==> src/rtl/dfd_cla_pkg.sv <==
// rtl/dfd_cla_pkg.sv - shared types and event bus layout for the CLA event generator
package dfd_cla_pkg;

    typedef enum logic [1:0] {
        MODE_LEVEL   = 2'd0,
        MODE_RISE    = 2'd1,
        MODE_FALL    = 2'd2,
        MODE_PERSIST = 2'd3
    } cla_match_mode_e;

    // Bits 0/1 are the constant Disable/Always-On events; units start right after
    localparam int MM_MATCH_EVT_BASE = 2;
    localparam int MM_EVTS_PER_UNIT  = 2;

    // First cross-trigger bit position on the event bus for a given unit count
    function automatic int mm_xtrig_evt_pos(input int nUnits);
        return MM_MATCH_EVT_BASE + MM_EVTS_PER_UNIT * nUnits;
    endfunction

endpackage

==> src/rtl/dfd_cla_match_unit.sv <==
// rtl/dfd_cla_match_unit.sv - one mask/match unit with level/edge/persistence detection
module dfd_cla_match_unit
    import dfd_cla_pkg::*;
#(
    parameter int DEBUG_SIGNALS_WIDTH = 64,
    parameter int PERSIST_CNT_WIDTH   = 8
) (
    input  logic                           clock,
    input  logic                           reset_n,
    input  logic [DEBUG_SIGNALS_WIDTH-1:0] debugSignals,
    input  logic                           unitEn,
    input  logic [1:0]                     unitMode,
    input  logic [DEBUG_SIGNALS_WIDTH-1:0] unitMask,
    input  logic [DEBUG_SIGNALS_WIDTH-1:0] unitMatch,
    input  logic [PERSIST_CNT_WIDTH-1:0]   unitThresh,
    input  logic                           cfgUpdate,
    output logic                           primaryEvt,
    output logic                           secondaryEvt
);

    localparam int CW = PERSIST_CNT_WIDTH;

    logic          histVld;
    logic          mPrev;
    logic [CW-1:0] runCnt;

    logic          rawMatch;
    logic          histClear;
    logic [CW-1:0] runCntSat;
    logic [CW:0]   runCntPlusOne;
    logic [CW:0]   effThresh;

    // Compare and persistence arithmetic; the extra bit keeps a saturated counter above threshold
    always_comb begin
        rawMatch      = ((debugSignals & unitMask) == (unitMatch & unitMask));
        histClear     = ~unitEn | cfgUpdate;
        runCntSat     = (&runCnt) ? runCnt : runCnt + CW'(1);
        runCntPlusOne = {1'b0, runCnt} + (CW+1)'(1);
        effThresh     = (unitThresh == '0) ? (CW+1)'(1) : {1'b0, unitThresh};
    end

    // History, run counter and registered events; a clear discards the current sample
    always_ff @(posedge clock or negedge reset_n) begin
        if (!reset_n) begin
            histVld      <= 1'b0;
            mPrev        <= 1'b0;
            runCnt       <= '0;
            primaryEvt   <= 1'b0;
            secondaryEvt <= 1'b0;
        end else if (histClear) begin
            histVld      <= 1'b0;
            mPrev        <= 1'b0;
            runCnt       <= '0;
            primaryEvt   <= 1'b0;
            secondaryEvt <= 1'b0;
        end else begin
            histVld      <= 1'b1;
            mPrev        <= rawMatch;
            runCnt       <= rawMatch ? runCntSat : '0;
            secondaryEvt <= ~rawMatch;
            case (cla_match_mode_e'(unitMode))
                MODE_LEVEL:   primaryEvt <= rawMatch;
                MODE_RISE:    primaryEvt <= histVld & rawMatch & ~mPrev;
                MODE_FALL:    primaryEvt <= histVld & ~rawMatch & mPrev;
                MODE_PERSIST: primaryEvt <= rawMatch & (runCntPlusOne >= effThresh);
            endcase
        end
    end

endmodule

==> src/rtl/dfd_cla_event_gen_mm.sv <==
// rtl/dfd_cla_event_gen_mm.sv - multi-mode CLA event generator driving the CLA event bus
module dfd_cla_event_gen_mm
    import dfd_cla_pkg::*;
#(
    parameter int DEBUG_SIGNALS_WIDTH = 64,
    parameter int NUM_MATCH_UNITS     = 8,
    parameter int PERSIST_CNT_WIDTH   = 8,
    parameter int NUM_XTRIGGER        = 2,
    parameter int EVENT_BUS_WIDTH     = 64
) (
    input  logic                                           clock,
    input  logic                                           reset_n,
    input  logic [DEBUG_SIGNALS_WIDTH-1:0]                 debug_signals,
    input  logic [NUM_MATCH_UNITS-1:0]                     unit_en,
    input  logic [2*NUM_MATCH_UNITS-1:0]                   unit_mode,
    input  logic [NUM_MATCH_UNITS*DEBUG_SIGNALS_WIDTH-1:0] unit_mask,
    input  logic [NUM_MATCH_UNITS*DEBUG_SIGNALS_WIDTH-1:0] unit_match,
    input  logic [NUM_MATCH_UNITS*PERSIST_CNT_WIDTH-1:0]   unit_thresh,
    input  logic [NUM_MATCH_UNITS-1:0]                     cfg_update,
    input  logic [NUM_XTRIGGER-1:0]                        xtrigger_in,
    output logic [EVENT_BUS_WIDTH-1:0]                     event_bus
);

    localparam int DW        = DEBUG_SIGNALS_WIDTH;
    localparam int CW        = PERSIST_CNT_WIDTH;
    localparam int USED_BITS = mm_xtrig_evt_pos(NUM_MATCH_UNITS) + NUM_XTRIGGER;

    if (NUM_MATCH_UNITS < 1 || NUM_MATCH_UNITS > 16) begin : gBadUnitCount
        $error("NUM_MATCH_UNITS must be within 1..16");
    end
    if (EVENT_BUS_WIDTH < USED_BITS) begin : gBusTooNarrow
        $error("EVENT_BUS_WIDTH too small for units plus cross-triggers");
    end

    logic [2*NUM_MATCH_UNITS-1:0] unitEvts;
    logic [NUM_XTRIGGER-1:0]      xtrigReg;

    for (genvar i = 0; i < NUM_MATCH_UNITS; i++) begin : gUnit
        dfd_cla_match_unit #(
            .DEBUG_SIGNALS_WIDTH(DW),
            .PERSIST_CNT_WIDTH  (CW)
        ) uMatchUnit (
            .clock       (clock),
            .reset_n     (reset_n),
            .debugSignals(debug_signals),
            .unitEn      (unit_en[i]),
            .unitMode    (unit_mode[2*i +: 2]),
            .unitMask    (unit_mask[i*DW +: DW]),
            .unitMatch   (unit_match[i*DW +: DW]),
            .unitThresh  (unit_thresh[i*CW +: CW]),
            .cfgUpdate   (cfg_update[i]),
            .primaryEvt  (unitEvts[2*i]),
            .secondaryEvt(unitEvts[2*i+1])
        );
    end

    // Cross-triggers get one register stage to line up with the unit events
    always_ff @(posedge clock or negedge reset_n) begin
        if (!reset_n) begin
            xtrigReg <= '0;
        end else begin
            xtrigReg <= xtrigger_in;
        end
    end

    // Bus layout: {unused zeros, xtriggers, unit event pairs, Always-On=1, Disable=0}
    assign event_bus = EVENT_BUS_WIDTH'({xtrigReg, unitEvts, 2'b10});

endmodule

==> config.mk <==
export PLATFORM = sky130hd
export DESIGN_NAME = dfd_cla_event_gen_mm
export DESIGN_NICKNAME = d
export VERILOG_FILES = /design/src/rtl/dfd_cla_pkg.sv /design/src/rtl/dfd_cla_match_unit.sv /design/src/rtl/dfd_cla_event_gen_mm.sv
export SDC_FILE = /design/constraint.sdc
export NUM_CORES = 1
export LEC_CHECK = 0
export ABC_AREA = 1
export CAP_MARGIN = 20
export CORE_AREA = 2 2 490 492
export CTS_BUF_LIST = sky130_fd_sc_hd__clkbuf_2
export DETAILED_ROUTE_END_ITERATION = 8
export DIE_AREA = 0 0 492 494
export GPL_TIMING_DRIVEN = 0
export HOLD_SLACK_MARGIN = 0.1
export SYNTH_ARGS = -nofsm -noshare
export SYNTH_HDL_FRONTEND = slang
export SYNTH_SLANG_ARGS = --single-unit
==> constraint.sdc <==
create_clock -name clock -period 2.8 [get_ports clock]
set_clock_uncertainty 0.2 [all_clocks]
set_input_delay 0.84 -clock clock [delete_from_list [all_inputs] [get_ports clock]]
set_output_delay 0.84 -clock clock [all_outputs]
set_load 0.02 [all_outputs]
# Word-level counts from Yosys, hierarchy flattened
# Index checks and enable logic that the tools add are counted.
[totals] inputBits=1188 out_inout_bits=64 ff_bits=98 word_cells=289
[classes] n_addsub=16 n_lt_le_gt_ge=8 bitwise_logic=88 reduce_logical=24 n_eq_ne=40 n_mux=72
[ops] operator="$and 64x64->64" count=16
[ops] operator="$eq 64x64->1" count=8
[ops] operator="$mux 8" count=32
[ops] operator="$add 8x1->9 const B" count=8
[ops] operator="$ge 9x9->1" count=8
[ops] operator="$add 8x1->8 const B" count=8
[ops] operator="$logic_not 8->1" count=8
[ops] operator="$reduce_and 8->1" count=8
[ops] operator="$and 1x1->1" count=40
[ops] operator="$eq 2x2->1 const B" count=16
[ops] operator="$mux 1" count=32
[ops] operator="$pmux 1 s4" count=8
[ops] operator="$ne 3x3->1 const B" count=8
[ops] operator="$not 1->1" count=24
[ops] operator="$eq 2x1->1 const B" count=8
[ops] operator="$logic_not 2->1" count=8
[ops] operator="$or 1x1->1" count=8

# Depth between registers and ports, before layout
[depth] word_depth=7 mapped_depth=18 depth_no_buf=18

# Modules after synthesis
# From an unflattened synthesis, not the netlist that was laid out.
[unflattened] hier_cells=4565 area_unflattened_um2=22337.7
[by_module_without_submodules] module="dfd_cla_match_unit (gUnit[4].uMatchUnit ...)" cells_each=565 area_each_um2=2741.4 seq_area_each_um2=300.3 n_inst=4
[by_module_without_submodules] module="dfd_cla_match_unit (gUnit[0].uMatchUnit ...)" cells_each=565 area_each_um2=2746.4 seq_area_each_um2=300.3 n_inst=3
[by_module_without_submodules] module="dfd_cla_match_unit (gUnit[3].uMatchUnit)" cells_each=560 area_each_um2=2730.1 seq_area_each_um2=300.3 n_inst=1
[by_module_without_submodules] module="dfd_cla_event_gen_mm" cells_each=50 area_each_um2=402.9 seq_area_each_um2=50.0 n_inst=1

# Worst setup path after synthesis
# Ideal clock, no wire load.
[synth_timing] path_type="input port to flip-flop" startpoint="input unit_thresh[1]" endpoint="register gUnit[0].uMatchUnit.primaryEvt" required_ps=2486 arrival_time_ps=2098 setup_ps=114 slack_ps=388 cell_stages=15 n_path_buf=0 path_cell_list="nor4_1 a41o_1 ha_1 inv_1 a21oi_1 o21bai_1 nand2_1 nand2_1 nand2_1 nand2_1 nand2_1 nand3_2 nand2_1 inv_1 nor2_1"
[synth_via] elab_chain_cells=6
[synth_lines] element="start, declared" line_no="dfd_cla_event_gen_mm.sv:18" source="input logic [NUM_MATCH_UNITS*PERSIST_CNT_WIDTH-1:0] unit_thresh,"
[synth_lines] element="$logic_not 8->1" line_no="dfd_cla_match_unit.sv:39" source="effThresh = (unitThresh == '0) ? (CW+1)'(1) : {1'b0, unitThresh};"
[synth_lines] element="$mux 8 (*)" line_no="dfd_cla_match_unit.sv:39"
[synth_lines] element="$ge 9x9->1 (*)" line_no="dfd_cla_match_unit.sv:65" source="MODE_PERSIST: primaryEvt <= rawMatch & (runCntPlusOne >= effThresh);"
[synth_lines] element="$and 1x1->1 (*)" line_no="dfd_cla_match_unit.sv:65"
[synth_lines] element="$pmux 1 s4 (*)" line_no="dfd_cla_match_unit.sv:61" source="case (cla_match_mode_e'(unitMode))"
[synth_lines] element="$mux 1 (*)" line_no="dfd_cla_match_unit.sv:50" source="end else if (histClear) begin"
[synth_lines] element="end signal, assigned" line_no="dfd_cla_match_unit.sv:62" source="MODE_LEVEL: primaryEvt <= rawMatch;"
[synth_lines] element="end signal, assigned" line_no="dfd_cla_match_unit.sv:63" source="MODE_RISE: primaryEvt <= histVld & rawMatch & ~mPrev;"
[synth_lines] element="end signal, assigned" line_no="dfd_cla_match_unit.sv:65"
[synth_lines] element="end, declared" line_no="dfd_cla_match_unit.sv:17" source="output logic primaryEvt,"
# Every way passes the cells marked *; elsewhere a longest branch is shown, timed or not.
# A chain may end at the register's enable or synchronous reset.

# Final worst setup path
[layout_timing] startpoint="input unit_match[209]" endpoint="register gUnit[3].uMatchUnit.runCnt[1]"
[layout_via] elab_chain_cells=4 word_cells_on_any_way=5 classes_between="eq/ne: 2; mux: 2; bitwise: 1"
[layout_lines] element="start, declared" line_no="dfd_cla_event_gen_mm.sv:17" source="input logic [NUM_MATCH_UNITS*DEBUG_SIGNALS_WIDTH-1:0] unit_match,"
[layout_lines] element="$and 64x64->64 (*)" line_no="dfd_cla_match_unit.sv:35" source="rawMatch = ((debugSignals & unitMask) == (unitMatch & unitMask));"
[layout_lines] element="$eq 64x64->1 (*)" line_no="dfd_cla_match_unit.sv:35"
[layout_lines] element="$mux 8" line_no="dfd_cla_match_unit.sv:59" source="runCnt <= rawMatch ? runCntSat : '0;"
[layout_lines] element="$mux 8" line_no="dfd_cla_match_unit.sv:50"
[layout_lines] element="end signal, assigned" line_no="dfd_cla_match_unit.sv:59"
[layout_lines] element="end, declared" line_no="dfd_cla_match_unit.sv:25" source="logic [CW-1:0] runCnt;"
# Marked as above.

==> flow_metrics.py <==
metrics = {
    "floorplanning": {
        "die-area_sq_um": 243000,
        "coreArea_sq_um": 237000,
        "die_height_microns": 494,
        "rows": 179,
        "die_w_microns": 492,
        "start_util_pct": 9.09,
        "io_pins": 1252,
    },
    "timing": {
        "slew_violations": 0,
        "max-slew-margin-rel_pct": 39.4,
        "finalSetupViolCount": 0,
        "tightestPinTransition_ns": 0.905,
        "post-route-period-util_pct": 99.7,
        "min_period_ns": 2.79,
        "rsz0062_at_grt": "true",
        "hold_violations": 0,
        "fmax_ghz": 0.358,
    },
    "yosys": {
        "synth_top_area_share_pct": 28.0,
        "syn_area_sq_um": 21600,
        "synth_top_family_by_area": "simple AND/OR/NAND/NOR gates",
        "synth-adder-area-share_pct": 4.17,
        "ys_warn_count": 0,
        "synthDistinctLibCells": 37,
        "ys_seq_area_share_pct": 11.4,
        "yosys.area_share.xor_xnor_pct": 2.11,
        "avgSynthCellArea_sq_um": 4.91,
        "yosys.area.top_type": "nand2_1",
        "synth_area_leaders": "nand2_1, nor2_1, inv_1",
        "syn_inst": 4396,
        "yosys.area_share.simple_pct": 59.6,
        "synthMuxAreaShare_pct": 0,
        "ys_seq_elements": 98,
        "synth_compound_area_share_pct": 3.29,
    },
    "status": {
        "status": "complete, no violations",
    },
    "cells_and_area": {
        "multiInputGateArea_sq_um": 15300,
        "syn_to_final_growth_pct": 75.6,
        "nNetsFinal": 6863,
        "regArea_sq_um": 2450,
        "utilization_pct": 16.0,
        "drive_gt1_share_pct": 6.47,
        "fin_area_sq_um": 37900,
        "fill_cells": 27616,
    },
    "power_and_ir_drop": {
        "ir_drop_mv": 0.150,
        "p_sw_mw": 3.09,
        "p_int_mw": 3.87,
        "seq_power_share_pct": 20.8,
        "total_power_mw": 6.96,
        "p_sw_share_pct": 44.4,
        "clkPwrFrac_pct": 12.4,
        "power.static_leakage_nw": 19.0,
        "power_density_nw_per_um2": 184,
        "combPwrFrac_pct": 66.8,
    },
    "clocking": {
        "clkTransAtPathRegs_ns": 0.43,
        "tritoncts": "done",
        "clk_latency_ns": 0.93,
        "clockBufferDepth": 2,
        "cts_buffers": 9,
        "cts.sinks": 98,
        "cts-root-buf": "clkbuf_2",
        "htreeDepth": 3,
    },
    "drt": {
        "drc": 0,
        "drt-total-wl_mm": 218,
        "drtIter0Drc": 2609,
        "drt-vias-per-instance": 3.58,
        "first_pass_iters": 7,
        "drtAntennaViolNets": 0,
        "post_drt_wl_per_cell_microns": 24.5,
        "vias": 31834,
    },
    "global_route": {
        "grt_usage_pct": 17.2,
        "grt_pass1_wl_mm": 274,
        "grt_pass1_vias": 28566,
        "grt-ovfl-total": 0,
        "grt_max_degree": 71,
        "antenna_found_initial": 278,
    },
    "place": {
        "place_area_sq_um": 37200,
        "place_congestion": 1.05,
        "dp_hpwl_mm": 201,
        "port_buffers": 1141,
    },
    "setup_path": {
        "cp-end-kind": "register",
        "cp.required_ns": 3.42,
        "crit_type": "in -> reg",
        "critPathArrivalTime_ns": 3.42,
        "start_kind": "input port",
        "r2r_cells": 18,
        "critPathMaxFanout": 9,
    },
    "min_path": {
        "hold_class": "in -> reg",
        "whs_path_depth": 4,
    },
    "job": {
        "cap_violations": 0,
    },
}
-- final timing paths --
kind | from | slack, ns | endpoint
min reg2reg | gUnit[4].uMatchUnit.runCnt[1] | 0.37 | gUnit[4].uMatchUnit.runCnt[1]
max | unit_match[209] | 0.007 | gUnit[3].uMatchUnit.runCnt[1]
min in group asynchronous | reset_n | 0.79 | gUnit[6].uMatchUnit.secondaryEvt
max reg2reg | gUnit[5].uMatchUnit.runCnt[0] | 0.10 | gUnit[5].uMatchUnit.primaryEvt
max in group asynchronous | reset_n | 1.16 | gUnit[6].uMatchUnit.runCnt[1]
min | unit_mode[8] | 0.30 | gUnit[4].uMatchUnit.primaryEvt
-- flip-flops by register name, indices dropped and copies added (netlist names) --
| register | count |
|---|---|
| gUnit.uMatchUnit.histVld | 8 |
| gUnit.uMatchUnit.mPrev | 8 |
| gUnit.uMatchUnit.primaryEvt | 8 |
| gUnit.uMatchUnit.runCnt | 64 |
| gUnit.uMatchUnit.secondaryEvt | 8 |
| xtrigReg | 2 |
-- repair_timing --
item | CTS | global route
hold endpoints to repair | 100 | 0
resized for setup | 142 | 40
endpoints found under the setup margin | 90 | 21
buffers inserted | 1 | 11
hold buffers | 5 | 0
pin swaps | 0 | 12
-- power groups by stage --
stage	sequential [mW]	clock, mW	combinational (mW)
global route	1.45	0.990	5.11
finish	1.45	0.860	4.65
CTS	1.45	0.933	4.68
floorplan	1.47	0	1.89
detailed placement	1.47	0	4.64
global placement	1.47	0	4.61
-- synth_stat cells, drive strengths merged --
library cell,count
nand2,1621
nor2,874
inv,785
nand3,551
buf,153
dfrtp,98
ha,72
a21oi,55
o21ai,47
xor2,43
nand4,25
nand3b,10
o21bai,9
xnor2,9
a41o,8
nor4,8
or2,8
nor3,7
o211ai,3
and3,2
clkinv,2
conb,2
o21a,2
a21o,1
o31ai,1
-- worst max-delay path, cell delays in order --
cell and delay [ns]:
clkdlybuf4s50_1 0.60, nand2_1 0.08, nand3_1 0.14, nand2_1 0.10
nor2_1 0.22, nand2_1 0.22, nor2_2 0.34, nand2_1 0.15
nor2_4 0.26, nand2_2 0.25, a21oi_1 0.20
-- layer usage --
metal / global-route usage [%] / up-vias / routed length, microns
met5: 0 / - / 934
li1: - / 15709 / -
met4: 7.33 / 140 / 10300
met1: 18.0 / 13767 / 79100
met3: 7.23 / 506 / 22800
met2: 30.2 / 1712 / 105000
-- cell families after synthesis --
family / Yosys count
buf+inv: 940
simple gates: 3106
compound gates: 126
flops: 98
fa+ha+maj: 72
xor+xnor: 52
other cells: 2
-- cell usage in the layout (no fill, tap or decap), types with 4 or more instances in the layout --
| cell type | Yosys | layout |
|---|---|---|
| buf_12 | 3 | 4 |
| dlygate4sd3_1 | 0 | 4 |
| nand3b_1 | 10 | 10 |
| o21ai_1 | 21 | 21 |
| nor2_4 | 28 | 36 |
| a41o_1 | 8 | 8 |
| nor2_1 | 837 | 808 |
| inv_4 | 2 | 5 |
| nand3_2 | 12 | 13 |
| nor2_2 | 9 | 30 |
| nand2_1 | 1612 | 1602 |
| dfrtp_1 | 98 | 97 |
| nand2_4 | 3 | 4 |
| inv_2 | 45 | 42 |
| clkdlybuf4s50_1 | 0 | 1122 |
| buf_6 | 40 | 48 |
| ha_1 | 72 | 67 |
| inv_1 | 738 | 738 |
| buf_4 | 71 | 76 |
| xnor2_1 | 9 | 9 |
| xor2_1 | 43 | 40 |
| a21oi_1 | 55 | 55 |
| o21bai_1 | 9 | 9 |
| or2_2 | 8 | 8 |
| o21ai_0 | 26 | 26 |
| buf_8 | 0 | 5 |
| conb_1 | 2 | 46 |
| nand4_1 | 25 | 25 |
| diode_2 | 0 | 116 |
| nor4_1 | 8 | 8 |
| clkbuf_2 | 0 | 9 |
| buf_2 | 39 | 45 |
| nand2_2 | 6 | 15 |
| nand3_1 | 539 | 538 |
| nor3_2 | 4 | 4 |
-- layout make-up --
class                           instances  share of cell area, %
Tap cell                             3167                   10.5
Multi-Input combinational cell       3402                   40.4
Clock inverter                          7                  0.215
Antenna cell                          116                  0.766
Inverter                              787                   7.83
Buffer                                146                   3.13
Timing Repair Buffer                 1159                   30.6
Sequential cell                        98                   6.47
Clock buffer                            9                  0.119
-- per-stage QoR --
step / setup TNS [ns] / std cells / setup WS [ns] / hold WS [ns]
floorplan: 0 / 4440 / 0.388 / 0.330
global placement: -514.26 / 8748 / -4.14 / 0.347
detailed placement: -111.43 / 8749 / -1.79 / 0.348
CTS: 0 / 8766 / 0.00403 / 0.138
global route: -0.222 / 8846 / -0.0401 / 0.131
finish: 0 / 8891 / 0.00749 / 0.296
Power figures use the tool's default switching activity.
